==> src/rtl/eoi_priority_control_8259a.sv <==
// 8259A end-of-interrupt / priority-rotation command driver: decodes OCW2 and AEOI events.
// Optional AEOI support is compiled in when EOI_CTRL_AUTO_EOI_EN is defined.
module eoi_priority_control_8259a (
  input  logic       clock,
  input  logic       reset,
  input  logic       write_initial_command_word_1,
  input  logic       write_operation_control_word_2,
  input  logic [7:0] internal_data_bus,
  input  logic [7:0] highest_level_in_service,
  input  logic       auto_eoi_config,
  input  logic       end_of_acknowledge_sequence,
  input  logic [7:0] acknowledge_level,
  output logic [7:0] end_of_interrupt,
  output logic [2:0] priority_rotate,
  output logic       auto_rotate_mode
);

  logic [7:0] eoi_q, eoi_d;
  logic [2:0] rot_q, rot_d;
  logic       arm_q, arm_d;
  logic [2:0] level;
  logic       ocw_rotated;

  // Position of the lowest set bit; 0 when the vector is empty.
  function automatic logic [2:0] lowest_idx(input logic [7:0] v);
    logic [2:0] idx;
    idx = 3'd0;
    for (int i = 7; i >= 0; i--) begin
      if (v[i]) idx = 3'(i);
    end
    return idx;
  endfunction

  assign level = internal_data_bus[2:0];

`ifndef EOI_CTRL_AUTO_EOI_EN
  logic unused_aeoi;
  assign unused_aeoi = ^{auto_eoi_config, end_of_acknowledge_sequence, acknowledge_level};
`endif
  logic unused_bus;
  assign unused_bus = ^internal_data_bus[4:3];

  always_comb begin
    eoi_d       = '0;
    rot_d       = rot_q;
    arm_d       = arm_q;
    ocw_rotated = 1'b0;
    if (write_operation_control_word_2) begin
      case (internal_data_bus[7:5])
        3'b001: eoi_d = highest_level_in_service;
        3'b011: eoi_d = 8'd1 << level;
        3'b101: begin
          eoi_d = highest_level_in_service;
          if (highest_level_in_service != 8'h00) begin
            rot_d       = lowest_idx(highest_level_in_service);
            ocw_rotated = 1'b1;
          end
        end
        3'b111: begin
          eoi_d       = 8'd1 << level;
          rot_d       = level;
          ocw_rotated = 1'b1;
        end
        3'b110: begin
          rot_d       = level;
          ocw_rotated = 1'b1;
        end
`ifdef EOI_CTRL_AUTO_EOI_EN
        3'b100: arm_d = 1'b1;
        3'b000: arm_d = 1'b0;
`endif
        default: ;
      endcase
    end
`ifdef EOI_CTRL_AUTO_EOI_EN
    // AEOI uses the rotate mode already in effect, not one written this cycle.
    if (auto_eoi_config && end_of_acknowledge_sequence) begin
      eoi_d = eoi_d | acknowledge_level;
      if (arm_q && acknowledge_level != 8'h00 && !ocw_rotated)
        rot_d = lowest_idx(acknowledge_level);
    end
`endif
    if (write_initial_command_word_1) begin
      eoi_d = '0;
      rot_d = 3'b111;
      arm_d = 1'b0;
    end
  end

  always_ff @(posedge clock) begin
    if (reset) begin
      eoi_q <= '0;
      rot_q <= 3'b111;
      arm_q <= 1'b0;
    end else begin
      eoi_q <= eoi_d;
      rot_q <= rot_d;
      arm_q <= arm_d;
    end
  end

  assign end_of_interrupt = eoi_q;
  assign priority_rotate  = rot_q;
  assign auto_rotate_mode = arm_q;

endmodule

==> config.mk <==
export PLATFORM = sky130hd
export DESIGN_NAME = eoi_priority_control_8259a
export DESIGN_NICKNAME = d
export VERILOG_FILES = /design/src/rtl/eoi_priority_control_8259a.sv
export SDC_FILE = /design/constraint.sdc
export NUM_CORES = 1
export LEC_CHECK = 0
export ABC_AREA = 1
export CORE_MARGIN = 2
export CORE_UTILIZATION = 33
export DETAILED_ROUTE_END_ITERATION = 10
export PLACE_DENSITY_LB_ADDON = 0.2
export SLEW_MARGIN = 20
export SYNTH_ARGS = -nofsm -noshare
export SYNTH_HDL_FRONTEND = slang
export SYNTH_SLANG_ARGS = --single-unit
==> constraint.sdc <==
create_clock -name clock -period 1 [get_ports clock]
set_input_delay 0.15 -clock clock [delete_from_list [all_inputs] [get_ports clock]]
set_output_delay 0.15 -clock clock [all_outputs]
set_load 0.01 [all_outputs]
==> flow_summary_export.csv <==
group,metric,value,unit
cells_and_area,final_nets,166,
pwr,pwr-share-comb,22.8,%
floorplanning,die_h,46.0,um
floorplanning,die_area,2120,um^2
pwr,p_sw,0.264,mW
synthesis,ys_ff_latch,11,
routing,via_count,702,
cells_and_area,final_common_cell,"nand2_1",
synthesis,syn_area_per_cell,6.12,um^2
routing,ant_nets,0,
critical_path,cp-end-kind,"primary output",
critical_path,cp_slowest_stage_delay,0.33,ns
sta,grt_setup_unrepaired,"yes",
global_route,grt_max_degree,9,
critical_path,path_buf_inv,1,
synthesis,ys_seq_area_share,37.8,%
floorplanning,dieWidth,46.0,um
clock_tree,cts_hold_buf,0,
synthesis,synth_compound_area_share,12.9,%
synthesis,synth_xor_area_share,0,%
cells_and_area,syn2layout_area_growth,68.6,%
routing,drc,0,
clock_tree,root_buffer,"clkbuf_4",
sta,slew_viol_final,0,
placed_design,post-place-cells,147,
floorplanning,initial_utilization,34.4,%
global_route,grt_overflow,0,
global_route,grt_pass1_vias,614,
global_route,antenna_found_initial,0,
clock_tree,clk_pin_slew,0.07,ns
synthesis,synth_fa_ha_area_share,0,%
sta,skew,0,ns
placed_design,dpl.hpwl,1140,um
cells_and_area,final_util,58.1,%
placed_design,place_congestion,0.829,
global_route,grt_pass1_wl,2390,um
global_route,track_usage,16.3,%
critical_path,critical-path-top-delay-family,"flip-flops",
run,cap_viol_max_count,0,
cells_and_area,final_cell_mix,"nand2_1, inv_1, nor2_1",
clock_tree,cts_buffer_depth,2,
placed_design,place_area,936,um^2
critical_path,critical_path_required,0.85,ns
cells_and_area,ff_latch_area,223,um^2
sta,hold_viol,0,
pwr,p_sw_share,27.0,%
cells_and_area,multiInputGateArea,317,um^2
sta,setup_ws,0.0387,ns
cells_and_area,finalInstanceArea,981,um^2
clock_tree,tritoncts,"yes",
critical_path,criticalPathCategory,"reg -> out",
critical_path,crit_arrival,0.81,ns
pwr,powerDensity,996,nW/um^2
synthesis,synth_simple_gate_area_share,37.0,%
clock_tree,clock-sinks,11,
sta,fin_crit,0.961,ns
placed_design,io_buffer_count,28,
critical_path,cp_max_fo,2,
floorplanning,coreArea,1690,um^2
synthesis,syn-cell-area,582,um^2
floorplanning,pin_count,42,
routing,drt-vias-per-instance,4.62,
synthesis,synth_cell_type_count,16,
pwr,power_leakage,0.487,nW
clock_tree,clk_latency,0.26,ns
critical_path,path_cells,"clkdlybuf4s15_2",
sta,fin_setup_tns,0,ns
routing,first_iter_violations,10,
pwr,total_power,0.977,mW
clock_tree,cts_buffers,3,
cells_and_area,fill_cells,179,
cells_and_area,fin_cells,152,
critical_path,crit_slowest_cell,"dfxtp_2",
placed_design,pre_cts_ws,-0.407,ns
routing,wire_per_inst,9.88,um
outcome,status,"finished, final reports clean",
routing,finalWirelength,1500,um
routing,firstDrtPassIters,4,
synthesis,synthCells,95,
clock_tree,h-tree-depth,1,
floorplanning,fp-row-count,15,
sta,finalCritPeriodShare,96.1,%
sta,holdWs,0.265,ns
synthesis,yosys_warnings,0,
pwr,power_frac_seq,46.0,%
worst_hold_path,hold_class,"in -> reg",
cells_and_area,antenna_cells,0,
synthesis,syn_nets,125,
pwr,p_clk_share,31.2,%
cells_and_area,drive_above_1_share,22.2,%
pwr,internal-power,0.713,mW
critical_path,start_kind,"flop",
synthesis,muxShareOfSynthArea,0,%
pwr,ir_worst_vdd,0.000443,V
sta,setup_violations,0,
synthesis,synth_top_family_by_area,"simple AND/OR/NAND/NOR gates",
sta,timing.fmax,1.04,GHz
## cell usage after synthesis
cell type	number	area share, %
inv_2	2	1.3
conb_1	1	0.64
dfxtp_1	11	38
a21oi_1	5	4.3
nor2_2	3	3.2
nand2_2	1	1.1
nand2_1	32	21
inv_1	13	8.4
o21ai_1	2	1.7
nor2_1	13	8.4
nand3_1	3	2.6
o21ai_0	2	1.7
buf_4	1	1.3
nand4_1	1	1.1
a22oi_1	4	5.2
clkinv_1	1	0.64
## metal layers
metal / GRT usage (%) / routed length, um / vias to the layer above
li1: - / - / 369
met1: 20.4 / 677 / 307
met2: 25.0 / 701 / 22
met3: 3.57 / 87 / 4
met4: 10.3 / 34 / 0
met5: 0 / 0 / -
## logic make-up after synthesis
family / Yosys count
buffers and inverters: 17
AND/OR/NAND/NOR: 53
other: 1
flip-flops: 11
AO/OA/AOI/OAI: 13
## repair_timing
item | 4_1_cts | 5_1_grt
buffers inserted | 1 | 0
pin swaps | 7 | 6
setup endpoints to repair | 20 | 22
gates resized for setup | 26 | 23
gates cloned | 0 | 0
## power groups by stage
stage	sequential [mW]	combinational (mW)	clock, mW
floorplan	0.463	0.0854	0
global placement	0.459	0.222	0
detailed placement	0.459	0.223	0
CTS	0.449	0.214	0.310
global route	0.450	0.249	0.336
finish	0.449	0.223	0.305
## area by class of cell
type / instances / area share [%]
multi-input combinational: 67 / 32.3
inverter: 16 / 6.12
tap: 17 / 2.17
timing repair buffer: 37 / 34.1
sequential: 11 / 22.7
clock buffer: 4 / 2.68
## state kept, by name, summed over array words and instances, names as in the netlist
| name | count |
|---|---|
| end_of_interrupt | 8 |
| priority_rotate | 3 |
## final timing paths
path	cells after the start	end	slack, ns	from
max reg2reg	3	priority_rotate[0]$_SDFFE_PP1P_	0.27	priority_rotate[0]$_SDFFE_PP1P_
max	1	priority_rotate[2]	0.04	priority_rotate[2]$_SDFFE_PP1P_
min	3	end_of_interrupt[3]$_SDFF_PP0_	0.27	highest_level_in_service[3]
min reg2reg	2	priority_rotate[1]$_SDFFE_PP1P_	0.48	priority_rotate[1]$_SDFFE_PP1P_
Note: power is estimated with default switching activity, not from simulation.
